<file path="src/rtl/adder_stream_reg.sv">
// Registered stream adder: {co,s} = a + b + ci feeding a 2-entry skid FIFO with
// sticky carry flag and transfer counter. Define ADDER_STREAM_REG_OVF_CNT_EN for ovf_cnt.
module adder_stream_reg #(
  parameter int p_wordlength = 4
) (
  input  logic                    clk,
  input  logic                    rst_n,
  input  logic [p_wordlength-1:0] in_a,
  input  logic [p_wordlength-1:0] in_b,
  input  logic                    in_ci,
  input  logic                    in_vld,
  output logic                    in_rd,
  output logic [p_wordlength-1:0] out_s,
  output logic                    out_co,
  output logic                    out_vld,
  input  logic                    out_rd,
  output logic                    ovf_sticky,
  input  logic                    ovf_clr,
  output logic [7:0]              res_cnt
`ifdef ADDER_STREAM_REG_OVF_CNT_EN
  ,
  output logic [7:0]              ovf_cnt
`endif
);

  // Handshake: a transfer happens on a rising clk edge where valid=1 and ready=1
  // on the same interface; in_rd depends only on registered state.

  logic [p_wordlength:0] r_mem [2];
  logic                  r_wr_ptr;
  logic                  r_rd_ptr;
  logic [1:0]            r_occ;
  logic                  r_rdy;
  logic                  r_ovf_sticky;
  logic [7:0]            r_res_cnt;
  logic [p_wordlength:0] w_sum;
  logic                  w_push;
  logic                  w_pop;

  assign w_sum  = {1'b0, in_a} + {1'b0, in_b} + {{p_wordlength{1'b0}}, in_ci};

  // r_rdy keeps in_rd low during reset and for the cycle before the first edge.
  assign in_rd   = r_rdy & ~r_occ[1];
  assign out_vld = |r_occ;
  assign out_s   = r_mem[r_rd_ptr][p_wordlength-1:0];
  assign out_co  = r_mem[r_rd_ptr][p_wordlength];
  assign w_push  = in_vld & in_rd;
  assign w_pop   = out_vld & out_rd;

  assign ovf_sticky = r_ovf_sticky;
  assign res_cnt    = r_res_cnt;

  always_ff @(posedge clk or negedge rst_n) begin
    if (!rst_n) begin
      r_mem[0]  <= '0;
      r_mem[1]  <= '0;
      r_wr_ptr  <= 1'b0;
      r_rd_ptr  <= 1'b0;
      r_occ     <= 2'd0;
      r_rdy     <= 1'b0;
    end else begin
      r_rdy <= 1'b1;
      if (w_push) begin
        r_mem[r_wr_ptr] <= w_sum;
        r_wr_ptr        <= ~r_wr_ptr;
      end
      if (w_pop) begin
        r_rd_ptr <= ~r_rd_ptr;
      end
      case ({w_push, w_pop})
        2'b10:   r_occ <= r_occ + 2'd1;
        2'b01:   r_occ <= r_occ - 2'd1;
        default: r_occ <= r_occ;
      endcase
    end
  end

  // Set wins over clear when both happen in the same cycle.
  always_ff @(posedge clk or negedge rst_n) begin
    if (!rst_n) begin
      r_ovf_sticky <= 1'b0;
      r_res_cnt    <= 8'd0;
    end else begin
      if (w_push && w_sum[p_wordlength]) begin
        r_ovf_sticky <= 1'b1;
      end else if (ovf_clr) begin
        r_ovf_sticky <= 1'b0;
      end
      if (w_pop) begin
        r_res_cnt <= r_res_cnt + 8'd1;
      end
    end
  end

`ifdef ADDER_STREAM_REG_OVF_CNT_EN
  logic [7:0] r_ovf_cnt;

  assign ovf_cnt = r_ovf_cnt;

  always_ff @(posedge clk or negedge rst_n) begin
    if (!rst_n) begin
      r_ovf_cnt <= 8'd0;
    end else if (w_push && w_sum[p_wordlength]) begin
      if (r_ovf_cnt != 8'hFF) begin
        r_ovf_cnt <= r_ovf_cnt + 8'd1;
      end
    end else if (ovf_clr) begin
      r_ovf_cnt <= 8'd0;
    end
  end
`endif

endmodule

</file>
<file path="config.mk">
export PLATFORM = sky130hd
export DESIGN_NAME = adder_stream_reg
export DESIGN_NICKNAME = d
export VERILOG_FILES = /design/src/rtl/adder_stream_reg.sv
export SDC_FILE = /design/constraint.sdc
export NUM_CORES = 1
export LEC_CHECK = 0
export ABC_AREA = 1
export CAP_MARGIN = 5
export CORE_UTILIZATION = 53
export CTS_BUF_LIST = sky130_fd_sc_hd__clkbuf_8 sky130_fd_sc_hd__clkbuf_16
export DETAILED_ROUTE_END_ITERATION = 10
export PLACE_DENSITY = 0.81
export RECOVER_POWER = 25
export SLEW_MARGIN = 40
export SYNTH_ARGS = -nofsm -noshare
export SYNTH_HDL_FRONTEND = slang
export SYNTH_SLANG_ARGS = --single-unit
export TNS_END_PERCENT = 50
</file>
<file path="constraint.sdc">
create_clock -name clk -period 4.65 [get_ports clk]
set_clock_uncertainty 0.1 [all_clocks]
set_input_delay 0.93 -clock clk [delete_from_list [all_inputs] [get_ports clk]]
set_output_delay 0.93 -clock clk [all_outputs]
set_load 0.01 [all_outputs]
</file>
==> key figures, run 1 <==
Pwr
  – Clock power frac: 0.128
  – Worst vdd ir: 0.320 mV
  – Sequential fraction of design power: 0.400
  – Comb power frac: 0.473
  – Net Switching: ~370 uW
  – Power Dens Cells: 558 nW/um2
  – Leakage: 0.000860 uW
  – Switching Share: 0.393
  – Total power: 942 uW
  – Int Pwr: 572 uW

Logic synthesis
  – Synth cell types: 24
  – Mapped cell area: 1330 um2
  – Syn Inst Count: 147
  – Post-synthesis sequential area ratio: 0.452
  – EDFF count, synth: 0
  – Mapped Nets: 168
  – Commonest register cell after synthesis: dfrtp_1
  – Yosys reg bits: 24
  – Post-synth top area cell: dfrtp_1
  – Synth top cells by count: nand2_1, dfrtp_1, inv_1
  – FFs w/ async S/R, synth: 1.00
  – Most common cell in the netlist: nand2_1
  – Top post-synthesis cells by area: dfrtp_1, nand2_1, ha_1
  – Syn avg cell area: 9.03 um2
  – Yosys top cell area share: 0.452
  – YS warnings: 0

Placement
  – Post-DP HPWL: between 2000 and 2500 um
  – Port Buffers: 29
  – Routability cong.: 0.758

Clock tree
  – Maximum buffer depth of the clock tree: 2
  – Hold-fix buffers, CTS: 0
  – Clk Latency, worst-skew pair: 0.26 ns
  – Clk slew on worst S/H paths: 0.08 ns
  – Cts bufs inserted: 3
  – Post-CTS Setup Inserts: 0
  – CTS H-tree lvls: 1
  – Post_cts resized: 0
  – CTS tree: built
  – Root buf cell: clkbuf_8
  – Clk sinks: 24

Detailed routing
  – Total number of vias: 1,024
  – Drt initial violations: 16
  – Antenna Nets Post-Route: 0
  – DRT Pass-1 Iters: 4
  – Vias/cell: 4.95
  – Final WL: 2490 um
  – DRC Markers: 0
  – Routed len/inst: 12.0 um

Critical path
  – CP Class: flop to output pin
  – WP data arrival: around 1.6 ns
  – Crit path max fanout: 6
  – Worst Reg-to-Reg Cells: 8
  – Crit path to: out_s[0]
  – FF-to-FF End: r_occ[1]$_DFFE_PN0P_
  – Crit Reg-Reg Startpoint: r_occ[0]$_DFFE_PN0P_
  – Worst setup EP type: output pin
  – Critical Path Start: r_rd_ptr$_DFFE_PN0P_
  – Req. time, crit path: 3.62 ns
  – Startpoint types: flop
  – Setup slack, reg-to-reg: 2.91 ns

Global routing
  – Initial antenna violation count: 0
  – First-pass GRT wire length: 4420 um
  – GR Overflow Total: 0
  – Largest net degree at the start of global routing: 25
  – Gr usage total: 0.228
  – Vias in the first global route: 1,053

Finish
  – P&R area growth vs syn: 27.1%
  – Fraction of layout cells with a size suffix above 1: 0.128
  – Diode count: 0
  – Fin nets: 202
  – Post-layout util: 0.742

Timing
  – Endpoints failing setup: 0
  – RSZ-0062 raised after global routing: false
  – Fin crit period: around 2.7 ns
  – Final period utilization: 0.573
  – Final hold viol count: 0
  – Slew HR: 0.167
  – Setup TNS: 0 ns
  – Fmax: between 300 and 400 MHz
  – Worst slew pin tran: 1.25 ns
  – Max-slew violation count: 0

Run
  – Max_cap viols: 0

Die
  – Ports: 30
  – Die H: 52.0 um
  – Die width: 52.0 um
  – Core footprint: 2280 um2
  – # rows: 17
  – Die ar.: 2710 um2
  – Initial Util: 0.583

Outcome
  – Run status: complete, no violations

Hold path
  – Hold Crit Class: flop to flop
[critical path, cell delays in order (launching register included)]
cell and delay [ns]:
dfrtp_1 0.44, inv_1 0.16, o21ai_0 0.21, clkdlybuf4s50_1 0.56
[flip-flops by register name, indices dropped and copies added (netlist names)]
signal      count
res_cnt         8
r_wr_ptr        1
r_mem          10
ovf_sticky      1
r_rd_ptr        1
r_occ           2
r_rdy           1
[power by group through the flow]
stage	Clock, uW	Combinational, uW	Sequential (uW)
floorplan	0	255	374
global placement	0	433	372
detailed placement	0	449	379
CTS	120	452	377
global route	130	496	392
finish	120	445	377
[cell type report]
class	count	area (um2)
inverter	20	76.3
clock buffer	3	41.3
multi-input combinational	103	651
fill	169	588
timing repair buffer	29	284
sequential	24	601
tap	28	35.0
[cell usage in the layout, fill, tap and decap left out, types with 2 or more instances in the layout]
| cell | netlist | layout |
|---|---|---|
| dfrtp_1 | 24 | 24 |
| o21ai_0 | 5 | 5 |
| nand3b_1 | 3 | 3 |
| nor2_8 | 3 | 3 |
| nand2_1 | 56 | 56 |
| xor2_1 | 4 | 4 |
| inv_1 | 13 | 13 |
| a21oi_1 | 3 | 3 |
| nand2_4 | 2 | 2 |
| ha_1 | 5 | 5 |
| o21ai_2 | 2 | 2 |
| o21ai_1 | 2 | 2 |
| clkbuf_8 | 0 | 3 |
| inv_2 | 6 | 6 |
| xnor2_1 | 3 | 3 |
| fa_1 | 2 | 2 |
| nor2_4 | 2 | 2 |
| nand3_1 | 5 | 5 |
| clkdlybuf4s50_1 | 0 | 28 |
[worst min-delay path by stage]
stage,start,end,cells after the start
global route,r_mem[9]$_DFFE_PN0P_,r_mem[9]$_DFFE_PN0P_,2
finish,r_mem[9]$_DFFE_PN0P_,r_mem[9]$_DFFE_PN0P_,2
detailed placement,r_mem[2]$_DFFE_PN0P_,r_mem[2]$_DFFE_PN0P_,2
CTS,r_mem[9]$_DFFE_PN0P_,r_mem[9]$_DFFE_PN0P_,2
floorplan,r_mem[2]$_DFFE_PN0P_,r_mem[2]$_DFFE_PN0P_,2
global placement,r_mem[5]$_DFFE_PN0P_,r_mem[5]$_DFFE_PN0P_,2
[through the flow]
stage | instance area [um2] | hold slack, ns | std cells | worst slack [ns]
floorplan | 1330 | 0.342 | 147 | 2.48
global placement | 1650 | 0.355 | 204 | 1.97
detailed placement | 1650 | 0.364 | 204 | 1.93
CTS | 1690 | 0.387 | 207 | 1.98
global route | 1690 | 0.413 | 207 | 1.87
finish | 1690 | 0.387 | 207 | 1.98
[cells by family after synthesis]
logic type	count (synthesis)	synth area share
adder cells (fa/ha/maj)	7	0.0773
other	1	0.00282
AO/OA/AOI/OAI	12	0.0509
XOR/XNOR	8	0.0584
AND/OR/NAND/NOR	75	0.301
buffers and inverters	20	0.0575
flip-flops	24	0.452
[routing by layer]
layer	GRT usage	wire (um)
met5	0	0
met4	0.0856	19
met3	0.0380	64
met2	0.447	1350
met1	0.236	1060
(Power assumes the default switching activity.)
==> run 2, diff against run 1 <==
Settings changed: CORE_UTILIZATION 53 to 44, PLACE_DENSITY 0.81 to 0.71.
Clock period 4.65 ns to 2.3 ns, I/O delays scaled along.
==> run 2 against run 1 <==
Net effect:
- the run now ends with design-rule violations left
- count of clock-buffer cells in the layout unchanged
- total power grew 100%
- setup slack lost 1.8 ns
- largest cell class unchanged
==> key figures, run 2 (same netlist as run 1, synthesis figures left out) <==
Outcome
  – Run status: finished with violations
  – Failing checks: design-rule violations

Clock tree
  – Clk sinks: 24
  – CTS tree: built
  – Post_cts resized: 0
  – CTS H-tree lvls: 1
  – Hold-fix buffers, CTS: 0
  – Clk Latency, worst-skew pair: ~0.26 ns
  – Cts bufs inserted: 3
  – Maximum buffer depth of the clock tree: 2
  – Post-CTS Setup Inserts: 0
  – Clk slew on worst S/H paths: 0.08 ns
  – Root buf cell: clkbuf_8

Detailed routing
  – Vias/cell: 4.99
  – Routed len/inst: approximately 12 um
  – DRC Markers: 6
  – DRT Pass-1 Iters: 7
  – Final WL: roughly 2500 um
  – Antenna Nets Post-Route: 0
  – Total number of vias: ~1,100
  – Drt initial violations: 38

Finish
  – Diode count: 0
  – Max reg flops: 10
  – # fillers: 256
  – Most frequent cells in the layout: nand2_1, clkdlybuf4s50_1, dfrtp_1
  – Post-layout util: 0.607
  – Fraction of layout cells with a size suffix above 1: 0.133
  – Commonest non-fill, non-tap cell in the layout: nand2_1
  – Final instance count without filler cells: 211
  – P&R area growth vs syn: 28.2%
  – Fin nets: 203
  – Largest reg by FF count: r_mem

Global routing
  – GR Overflow Total: 0
  – Gr usage total: 0.183
  – First-pass GRT wire length: around 4600 um
  – Vias in the first global route: between 1,000 and 1,500
  – Initial antenna violation count: 0
  – Largest net degree at the start of global routing: 25

Pwr
  – Power Dens Cells: 1110 nW/um2
  – Total power: 1900 uW
  – Leakage: 0.000863 uW
  – Worst vdd ir: 0.647 mV

Die
  – # rows: 19
  – Core footprint: 2810 um2
  – Ports: 30
  – Die width: ~57 um
  – Die H: 56.9 um
  – Initial Util: 0.473
  – Die ar.: 3240 um2

Critical path
  – FF-to-FF End: r_occ[1]$_DFFE_PN0P_
  – Critical Path Start: r_rd_ptr$_DFFE_PN0P_
  – Slowest CP cell: clkdlybuf4s50_1
  – WP data arrival: between 1.5 and 2 ns
  – Worst setup EP type: output pin
  – CP Cell Sequence: inv_2, o21ai_0, clkdlybuf4s50_1
  – CP max stage delay: 0.57 ns
  – Crit path buffers/inverters: 2
  – CP Class: flop to output pin
  – Total stage count of the critical path: 3
  – Crit Reg-Reg Startpoint: r_occ[0]$_DFFE_PN0P_
  – Startpoint types: flop
  – Crit path max-delay family: buffers and inverters
  – Worst Reg-to-Reg Cells: 8
  – Crit path to: out_s[0]
  – Req. time, crit path: roughly 1.7 ns
  – Setup slack, reg-to-reg: about 0.57 ns
  – Crit path max fanout: 6

Placement
  – Port Buffers: 29
  – Post-DP HPWL: 1970 um
  – Dpl cells: 208
  – Routability cong.: 0.748

Timing
  – Setup TNS: 0 ns
  – Max-slew violation count: 0
  – Fmax: 465 MHz
  – Endpoints failing setup: 0
  – RSZ-0062 raised after global routing: false
  – Worst slew pin tran: 1.30 ns
  – Final hold viol count: 0
  – Slew HR: 0.136
  – Final period utilization: 0.935
  – Fin crit period: 2.15 ns

Hold path
  – Hold Crit Class: flop to flop

Run
  – Max_cap viols: 0
==> run 2: routing by layer <==
metal	vias up	global-route usage	routed length, um
li1	518	-	-
met1	494	0.234	1100
met2	32	0.303	1270
met3	8	0.0204	90
met4	0	0.105	70
met5	-	0	0
==> run 2: worst min-delay path, delay by kind of cell (launching register included) <==
kind / cells / cell delay, ns
flops: 1 / 0.35
simple gates: 2 / 0.10
==> run 2: per-stage QoR <==
step                      cell area, um2  setup slack (ns)  hold WS, ns
after floorplan                     1330             0.595       0.0644
after global placement              1660            0.0919        0.354
after detailed placement            1660           0.00560        0.359
after CTS                           1710            0.0792        0.379
after global routing                1700            0.0804        0.397
final                               1700             0.149        0.378
==> run 2: cell type report <==
cell class | instances | area (um2) | share of cell area
tap | 31 | 38.8 | 0.0228
sequential | 24 | 601 | 0.353
timing repair buffer | 30 | 294 | 0.173
inverter | 20 | 76.3 | 0.0449
clock buffer | 3 | 41.3 | 0.0243
multi-input combinational | 103 | 651 | 0.382
==> run 2: power by group <==
part           leakage, uW  switching, uW  internal (uW)
Clock            0.0000216            127            117
Combinational     0.000543            452            443
Sequential        0.000299            159            599
Total             0.000863            738           1160
==> run 2: worst min path at each step <==
stage,startpoint,endpoint,slack [ns],depth (start not counted)
CTS,r_mem[5]$_DFFE_PN0P_,r_mem[5]$_DFFE_PN0P_,0.38,2
global route,r_mem[5]$_DFFE_PN0P_,r_mem[5]$_DFFE_PN0P_,0.40,2
floorplan,rst_n,ovf_sticky$_DFFE_PN0P_,0.06,0
global placement,r_mem[5]$_DFFE_PN0P_,r_mem[5]$_DFFE_PN0P_,0.35,2
detailed placement,r_mem[5]$_DFFE_PN0P_,r_mem[5]$_DFFE_PN0P_,0.36,2
finish,r_mem[5]$_DFFE_PN0P_,r_mem[5]$_DFFE_PN0P_,0.38,2
==> run 3, diff against run 2 <==
Settings changed: CORE_MARGIN set to 2.
==> run 3 against run 2 <==
Net effect:
- sequential power hardly changed
- combinational power hardly changed
- wire length is 2.1% higher
- maximum frequency is 2.4% lower
- final area is 1.8% higher
- count of clock-buffer cells in the layout stayed put
- the flow still finishes with violations (design-rule violations)
- largest power group unchanged
- first-iteration DRC count is 13% higher
- hold slack better by 0.0044 ns
- largest cell class unchanged
- clock power is 53% higher
- critical path depth stayed put
==> key figures, run 3 (same netlist as run 1, synthesis figures left out) <==
Hold path
  – Hold Path Depth: 2
  – Hold Crit Class: flop to flop

Global routing
  – Largest net degree at the start of global routing: 25
  – GR Overflow Total: 0
  – First-pass GRT wire length: just under 5000 um
  – Initial antenna violation count: 0
  – Vias in the first global route: around 1,100
  – Gr usage total: 0.183

Clock tree
  – Clk sinks: 24
  – Root buf cell: clkbuf_8
  – Hold-fix buffers, CTS: 0
  – CTS H-tree lvls: 1
  – Post-CTS Setup Inserts: 0
  – Clk slew on worst S/H paths: about 0.090 ns
  – Post_cts resized: 0
  – Cts bufs inserted: 3
  – Maximum buffer depth of the clock tree: 2
  – CTS tree: built
  – Clk Latency, worst-skew pair: 0.26 ns

Finish
  – Commonest non-fill, non-tap cell in the layout: nand2_1
  – # fillers: between 200 and 250
  – Max reg flops: 10
  – Final instance count without filler cells: between 200 and 250
  – Most frequent cells in the layout: nand2_1, clkdlybuf4s50_1, dfrtp_1
  – Post-layout util: 0.617
  – Fraction of layout cells with a size suffix above 1: 0.133
  – Largest reg by FF count: r_mem
  – P&R area growth vs syn: 30.4%
  – Diode count: 0
  – Fin nets: around 200

Detailed routing
  – DRT Pass-1 Iters: 7
  – Antenna Nets Post-Route: 0
  – Total number of vias: roughly 1,000
  – Final WL: between 2000 and 3000 um
  – Routed len/inst: 12.2 um
  – Drt initial violations: 43
  – DRC Markers: 3
  – Vias/cell: roughly 4.8

Critical path
  – Startpoint types: flop
  – CP Class: flop to output pin
  – Worst setup EP type: output pin
  – Req. time, crit path: around 1.7 ns
  – Crit path max fanout: 6
  – Worst Reg-to-Reg Cells: 8
  – WP data arrival: about 1.6 ns
  – Setup slack, reg-to-reg: a little under 0.6 ns

Die
  – Die H: 58.9 um
  – # rows: 19
  – Die width: ~59 um
  – Core footprint: 2810 um2
  – Ports: 30
  – Initial Util: 0.473
  – Die ar.: 3470 um2

Placement
  – Routability cong.: 0.753
  – Dpl cells: 208
  – Post-DP HPWL: approximately 2000 um
  – Port Buffers: 29

Timing
  – Fin crit period: roughly 2.2 ns
  – Final hold viol count: 0
  – Slew HR: 0.154
  – Final period utilization: 0.958
  – Endpoints failing setup: 0
  – RSZ-0062 raised after global routing: false
  – Fmax: approximately 450 MHz
  – Worst slew pin tran: ~1.3 ns
  – Fin Hold WS: 0.383 ns
  – Max-slew violation count: 0
  – Setup TNS: 0 ns

Pwr
  – Power Dens Cells: 1170 nW/um2
  – Leakage: 0.000878 uW
  – Worst vdd ir: 0.493 mV
  – Total power: ~2000 uW

Outcome
  – Run status: finished with violations
  – Failing checks: design-rule violations

Run
  – Max_cap viols: 0
-- run 3: cell types whose count changed in the layout (fill, tap and decap cells not counted) --
cell / change
bufinv_16: +1
inv_2: -1
inv_1: +1
-- run 3: final cells by class --
cell class,count,area [um2],share of cell area
Timing Repair Buffer,30,294,0.170
Tap cell,31,38.8,0.0224
Clock buffer,3,41.3,0.0238
Multi-Input combinational cell,103,651,0.376
Clock inverter,1,30.0,0.0173
Sequential cell,24,601,0.347
Inverter,20,76.3,0.0441
-- run 3: power breakdown --
part	switching [uW]	leakage, uW	internal (uW)
registers	159	0.000299	598
logic	454	0.000544	442
clock network	140	0.0000357	233
-- run 3: routing by layer --
metal	vias to the layer above	GRT usage	share of wire
met5	-	0	0
met4	0	0.0584	0.0081
met3	2	0.0220	0.043
met2	27	0.340	0.53
met1	481	0.218	0.42
li1	517	-	-
-- run 3: through the flow --
stage	area [um2]	setup slack [ns]
floorplan	1330	0.595
finish	1730	0.0959
CTS	1740	0.0851
global placement	1660	0.0939
detailed placement	1660	0.0253
global route	1730	0.0149
-- run 3: final timing paths --
| kind | from | to |
|---|---|---|
| setup / recovery | r_rd_ptr$_DFFE_PN0P_ | out_s[0] |
| min in group asynchronous | rst_n | res_cnt[1]$_DFFE_PN0P_ |
| setup reg to reg | r_occ[1]$_DFFE_PN0P_ | r_occ[1]$_DFFE_PN0P_ |
| hold / removal | r_mem[9]$_DFFE_PN0P_ | r_mem[9]$_DFFE_PN0P_ |
| hold reg to reg | r_mem[9]$_DFFE_PN0P_ | r_mem[9]$_DFFE_PN0P_ |
| max in group asynchronous | rst_n | r_rdy$_DFF_PN0_ |
-- run 3: worst max-delay path, stage by stage, from the launching register on --
cell and delay [ns]:
dfrtp_1 0.46, inv_1 0.16, o21ai_0 0.20, clkdlybuf4s50_1 0.56
